==> src/rtl/mips_lsu_pkg.sv <==
// Shared definitions for the MIPS data-side load/store unit.
// Holds the request op field layout, the access-size encodings and the
// controller state type used by mips_load_store_unit and mips_lsu_align.
package mips_lsu_pkg;

  // req_op bit positions: op[3]=store, op[2]=unsigned, op[1:0]=size
  localparam int OP_STORE    = 3;
  localparam int OP_UNSIGNED = 2;

  localparam logic [1:0] SZ_BYTE = 2'b00;
  localparam logic [1:0] SZ_HALF = 2'b01;
  localparam logic [1:0] SZ_WORD = 2'b10;
  localparam logic [1:0] SZ_RSVD = 2'b11;

  typedef enum logic [1:0] {
    ST_IDLE  = 2'd0,
    ST_ISSUE = 2'd1,
    ST_WAIT  = 2'd2,
    ST_RESP  = 2'd3
  } lsu_state_t;

endpackage

==> src/rtl/mips_lsu_align.sv <==
// Byte-lane steering for the load/store unit. Purely combinational.
// Ports:
//   op        in  4   request op (store, unsigned, size)
//   addr_lo   in  2   byte offset within the word
//   wdata     in  32  right-justified store data
//   rdata     in  32  raw word from the data port
//   be        out 4   little-endian lane enables
//   wdata_rep out 32  store data replicated across the enabled lanes
//   misalign  out 1   reserved size or unaligned half/word
//   rdata_ext out 32  selected lane(s), sign- or zero-extended
module mips_lsu_align
  import mips_lsu_pkg::*;
(
  input  logic [3:0]  op,
  input  logic [1:0]  addr_lo,
  input  logic [31:0] wdata,
  input  logic [31:0] rdata,
  output logic [3:0]  be,
  output logic [31:0] wdata_rep,
  output logic        misalign,
  output logic [31:0] rdata_ext
);

  logic [7:0]  byte_sel;
  logic [15:0] half_sel;
  logic        is_unsigned;

  assign byte_sel    = rdata[{addr_lo, 3'b000} +: 8];
  assign half_sel    = addr_lo[1] ? rdata[31:16] : rdata[15:0];
  assign is_unsigned = op[OP_UNSIGNED];

  always_comb begin
    be        = 4'b0000;
    wdata_rep = 32'h0;
    misalign  = 1'b0;
    rdata_ext = 32'h0;
    case (op[1:0])
      SZ_BYTE: begin
        be        = 4'b0001 << addr_lo;
        wdata_rep = {4{wdata[7:0]}};
        rdata_ext = is_unsigned ? {24'h0, byte_sel} : {{24{byte_sel[7]}}, byte_sel};
      end
      SZ_HALF: begin
        be        = addr_lo[1] ? 4'b1100 : 4'b0011;
        wdata_rep = {2{wdata[15:0]}};
        misalign  = addr_lo[0];
        rdata_ext = is_unsigned ? {16'h0, half_sel} : {{16{half_sel[15]}}, half_sel};
      end
      SZ_WORD: begin
        be        = 4'b1111;
        wdata_rep = wdata;
        misalign  = |addr_lo;
        rdata_ext = rdata;
      end
      default: misalign = 1'b1;
    endcase
  end

endmodule

==> src/rtl/mips_load_store_unit.sv <==
// Data-side memory initiator between the execute stage and the data port.
// Takes one load/store at a time, performs a single word-aligned access with
// the right byte lanes, and returns a one-cycle response.
// Ports:
//   clk, reset                      clock, synchronous active-high reset
//   req_valid/req_ready             request handshake (ready only in IDLE)
//   req_op, req_addr, req_wdata     request op, byte address, store data
//   resp_valid, resp_err, resp_rdata  one-cycle response, extended load data
//   data_address, byteenable, data_read, data_write, data_writedata,
//   data_readdata                   data port, driven only during ISSUE
//
// state | meaning
// IDLE  | ready for a request; latch it on req_valid
// ISSUE | one-cycle memory strobe
// WAIT  | counting down read latency
// RESP  | response pulse
module mips_load_store_unit
  import mips_lsu_pkg::*;
#(
  parameter int READ_LATENCY = 1
) (
  input  logic        clk,
  input  logic        reset,
  input  logic        req_valid,
  output logic        req_ready,
  input  logic [3:0]  req_op,
  input  logic [31:0] req_addr,
  input  logic [31:0] req_wdata,
  output logic        resp_valid,
  output logic        resp_err,
  output logic [31:0] resp_rdata,
  output logic [31:0] data_address,
  output logic [3:0]  byteenable,
  output logic        data_read,
  output logic        data_write,
  output logic [31:0] data_writedata,
  input  logic [31:0] data_readdata
);

  localparam logic [3:0] LAT_INIT = 4'(READ_LATENCY);

  lsu_state_t  state_q, state_d;
  logic [3:0]  op_q;
  logic [31:0] addr_q;
  logic [31:0] wdata_q;
  logic [3:0]  cnt_q;
  logic        resp_err_q;
  logic [31:0] resp_rdata_q;

  logic [3:0]  al_op;
  logic [1:0]  al_addr_lo;
  logic [3:0]  al_be;
  logic [31:0] al_wdata_rep;
  logic        al_misalign;
  logic [31:0] al_rdata_ext;
  logic        in_idle;
  logic        read_done;

  assign in_idle   = (state_q == ST_IDLE);
  assign read_done = (state_q == ST_WAIT) && (cnt_q == 4'd1);

  // In IDLE the aligner looks at the incoming request so the error can be
  // decided at acceptance; afterwards it works from the latched request.
  assign al_op      = in_idle ? req_op : op_q;
  assign al_addr_lo = in_idle ? req_addr[1:0] : addr_q[1:0];

  mips_lsu_align u_align (
    .op        (al_op),
    .addr_lo   (al_addr_lo),
    .wdata     (wdata_q),
    .rdata     (data_readdata),
    .be        (al_be),
    .wdata_rep (al_wdata_rep),
    .misalign  (al_misalign),
    .rdata_ext (al_rdata_ext)
  );

  always_comb begin
    state_d        = state_q;
    req_ready      = 1'b0;
    resp_valid     = 1'b0;
    data_address   = 32'h0;
    byteenable     = 4'b0000;
    data_read      = 1'b0;
    data_write     = 1'b0;
    data_writedata = 32'h0;
    case (state_q)
      ST_IDLE: begin
        req_ready = ~reset;
        if (req_valid) state_d = al_misalign ? ST_RESP : ST_ISSUE;
      end
      ST_ISSUE: begin
        data_address   = {addr_q[31:2], 2'b00};
        byteenable     = al_be;
        data_read      = ~op_q[OP_STORE];
        data_write     = op_q[OP_STORE];
        data_writedata = al_wdata_rep;
        state_d        = op_q[OP_STORE] ? ST_RESP : ST_WAIT;
      end
      ST_WAIT: begin
        if (read_done) state_d = ST_RESP;
      end
      ST_RESP: begin
        resp_valid = 1'b1;
        state_d    = ST_IDLE;
      end
      default: state_d = ST_IDLE;
    endcase
  end

  always_ff @(posedge clk) begin
    if (reset) begin
      state_q      <= ST_IDLE;
      op_q         <= 4'h0;
      addr_q       <= 32'h0;
      wdata_q      <= 32'h0;
      cnt_q        <= 4'h0;
      resp_err_q   <= 1'b0;
      resp_rdata_q <= 32'h0;
    end else begin
      state_q <= state_d;
      if (in_idle && req_valid) begin
        op_q    <= req_op;
        addr_q  <= req_addr;
        wdata_q <= req_wdata;
      end
      if (state_q == ST_ISSUE)     cnt_q <= LAT_INIT;
      else if (state_q == ST_WAIT) cnt_q <= cnt_q - 4'd1;
      // Response registers hold a value only for the RESP cycle.
      resp_err_q   <= in_idle && req_valid && al_misalign;
      resp_rdata_q <= read_done ? al_rdata_ext : 32'h0;
    end
  end

  assign resp_err   = resp_err_q;
  assign resp_rdata = resp_rdata_q;

endmodule

==> config.mk <==
export PLATFORM = sky130hd
export DESIGN_NAME = mips_load_store_unit
export DESIGN_NICKNAME = d
export VERILOG_FILES = /design/src/rtl/mips_lsu_pkg.sv /design/src/rtl/mips_lsu_align.sv /design/src/rtl/mips_load_store_unit.sv
export SDC_FILE = /design/constraint.sdc
export NUM_CORES = 1
export LEC_CHECK = 0
export ABC_AREA = 0
export BUFFER_PORTS_ARGS = -buffer_cell sky130_fd_sc_hd__buf_2
export CAP_MARGIN = 20
export CORE_MARGIN = 2
export CORE_UTILIZATION = 45
export CTS_CLUSTER_SIZE = 14
export DETAILED_ROUTE_END_ITERATION = 10
export GPL_ROUTABILITY_DRIVEN = 0
export MAX_ROUTING_LAYER = met4
export PLACE_DENSITY_LB_ADDON = 0.08
export SYNTH_ARGS = -nofsm -noshare
export SYNTH_HDL_FRONTEND = slang
export SYNTH_SLANG_ARGS = --single-unit
==> constraint.sdc <==
create_clock -name clk -period 4.75 [get_ports clk]
set_clock_uncertainty 0.1 [all_clocks]
set_input_delay 1.1875 -clock clk [delete_from_list [all_inputs] [get_ports clk]]
set_output_delay 1.1875 -clock clk [all_outputs]
set_load 0.005 [all_outputs]
==> out/metrics.csv <==
stage,metric,value,unit
yosys,Post-synth ARST share,0,
yosys,area of the mapped netlist,5159,sq um
layout,Area Growth Syn to Fin,25.30,%
sta,RSZ-0062 raised after global routing,false,
placement,post-DP HPWL,10460,um
clocking,clk root buf,clkbuf_16,
worst_setup_path,slowest CP cell,mux2i_4,
worst_setup_path,"Req. time, crit path",3.46,ns
worst_setup_path,CP peak stage delay,0.60,ns
clocking,Sink Count,107,
sta,"Slew Viols, Final",0,
yosys,cell with the most instances after synthesis,nand2_1,
min_path,worst min path class,flip-flop to flip-flop,
worst_setup_path,cell family with most CP delay,simple AND/OR/NAND/NOR gates,
clocking,Skew-Pair Late Insertion Delay,0.34,ns
route,drt total wl,14900,um
sta,setup ws final,0.7625,ns
worst_setup_path,Crit Path Class,flip-flop to output pin,
sta,final hold violations,0,
route,via count,5164,
grt,initial antenna violation count,0,
sta,slew of the pin with the lowest slew margin,1.031,ns
power,total chip power,3.056,mW
die,IO Pins,208,
power,VDD IR-drop max,194.6,uV
sta,Slew Limit Headroom,0.3127,
worst_setup_path,kind of end point of the critical path,output pin,
clocking,worst-case clock buffer depth,2,
placement,"Cell Area, Placed",6178,sq um
die,Initial Util,0.4557,
route,Via density,5.335,
grt,first-pass GRT wire length,24010,um
yosys,Post-synth EDFFs,0,
yosys,Cell variety after synth,49,
grt,vias in the first global route,4975,
clocking,TritonCTS clock tree,done,
yosys,share of the synthesized area in the top cell type,0.4152,
yosys,YS warnings,0,
yosys,Area contributors post-synth,"dfxtp_1 (42%), nand2_1 (12%), a21oi_1 (8.8%)",
clocking,Worst-path clk slew,0.07,ns
die,row cnt,39,
yosys,post-synthesis sequential area ratio,0.4152,
die,core area,11320,sq um
yosys,Cells after Synth,645,
grt,Total GRT Usage,0.2426,
layout,Finished Cell Area,6464,sq um
worst_setup_path,crit path cell chain,inv_1 > ha_1 > mux2i_4 > nand2_1 > nand2b_1 > a22oi_1 > nor2b_1 > buf_2,
grt,Overflow after GRT,0,
die,chip height,111.1,um
power,LEAKAGE,2.935,nW
clocking,CTS Hold Buffers Added,0,
yosys,post-synthesis register bit count,107,
clocking,CTS resizes,0,
worst_setup_path,CP Buf/Inv Count,2,
placement,Port-buffer cells,205,
die,Die Span X,111.1,um
yosys,Yosys top cell by area,dfxtp_1,
placement,"worst slack, placed",0.8130,ns
worst_setup_path,CP arrival,2.70,ns
sta,fmax,250.8,MHz
yosys,Mapped Avg Cell Area,7.998,sq um
grt,largest net degree at the start of global routing,76,
die,Die Area,12340,sq um
yosys,Post-synth top cells,"nand2_1 (169), dfxtp_1 (107), a21oi_1 (91)",
worst_setup_path,crit start category,flip-flop,
clocking,number of setup buffers added after CTS,0,
route,WL per Instance,15.40,um
worst_setup_path,Worst Path Max Fanout,11,
power,power density cells,472.8,nW/um^2
sta,Tmin final,3.988,ns
sta,Fin Setup TNS,0,ns
sta,hold_ws,0.3515,ns
route,Detail Route Antenna Nets,0,
yosys,Main synth FF type,dfxtp_1,
sta,"Period Utilization, post-route",0.8395,
route,DRC violations left,0,
outcome,status,finished clean,
route,initial DRC count,310,
clocking,total CTS buffers,9,
layout,antenna cells,0,
flow_run,max_cap viols,0,
layout,fin nets,930,
route,first-pass detailed-route iteration total,5,
layout,share of cells above drive strength 1,0.3103,
clocking,CTS H-tree depth,3,
sta,setup violators final,0,
through the flow:
stage               cells  utilization
finish                968       0.5710
global route          968       0.5710
CTS                   968       0.5710
detailed placement    953       0.5458
global placement      953       0.5458
floorplan             646            -
logic make-up after synthesis:
kind of cell | synth area share
multiplexers | 0.05311
AO/OA/AOI/OAI | 0.2127
AND/OR/NAND/NOR | 0.2464
adder cells (fa/ha/maj) | 0.01455
other | 0.0007269
flip-flops | 0.4152
XOR/XNOR | 0.003396
buffers and inverters | 0.05384
routing by layer:
layer,up-vias,global-route usage,share of wire
li1,2528,-,-
met1,2390,0.3077,0.45
met2,221,0.3992,0.47
met3,25,0.03718,0.061
met4,0,0.08148,0.019
met5,-,-,0
registers in the layout, summed over array words and instances, names as in the netlist:
name        count
addr_q         32
cnt_q           4
op_q            4
resp_err        1
resp_rdata     32
state_q         2
wdata_q        32
final cells by class:
type	count	area [sq um]
Multi-Input combinational cell	485	2753
Inverter	5	18.77
Clock inverter	4	52.55
Timing Repair Buffer	213	1086
Tap cell	143	178.9
Clock buffer	11	232.7
Fill cell	1118	4857
Sequential cell	107	2142
where the power goes:
group | total, mW | internal (mW) | leakage (nW) | switching (mW)
registers | 1.11 | 1.02 | 0.873 | 0.0930
clock network | 0.727 | 0.406 | 0.128 | 0.321
logic | 1.21 | 0.456 | 1.93 | 0.758
total | 3.06 | 1.88 | 2.94 | 1.17
cells in the final DEF, fill, tap and decap left out, types with 2 or more instances in the layout:
cell          n
a21oi_1      91
nor3b_1       4
clkbuf_16     9
inv_1         5
clkinvlp_4    3
a211o_1       7
mux2i_4       2
o21ai_2       2
buf_2       205
o22ai_1       6
mux2i_1      18
dfxtp_1     107
nand2_1     168
mux2_2        3
ha_1          5
nor3_1        8
buf_4         8
and3b_1       3
a21oi_2      12
a22oi_1      30
nor2_1       15
nor2b_1      19
and2_1       48
o21ai_1       2
clkbuf_1      2
o21ai_0      14
nand2b_1      3
conb_1        2
worst paths after layout:
path | slack (ns) | endpoint | from | cells past startpoint
worst max-delay path | 0.76 | data_writedata[10] | state_q[0] | 8
worst max register to register | 1.69 | resp_rdata[30] | state_q[0] | 8
worst min-delay path | 0.35 | addr_q[21] | addr_q[21] | 2
worst min register to register | 0.35 | addr_q[21] | addr_q[21] | 2
worst register-to-register path: stages, from the launching register on:
cell and delay [ns]:
dfxtp_1 0.33, inv_1 0.12, ha_1 0.39, buf_4 0.35, mux2_4 0.40, mux2i_1 0.21
nor3_1 0.09, a21oi_2 0.74, a21oi_1 0.18
Power figures use the tool's default switching activity.
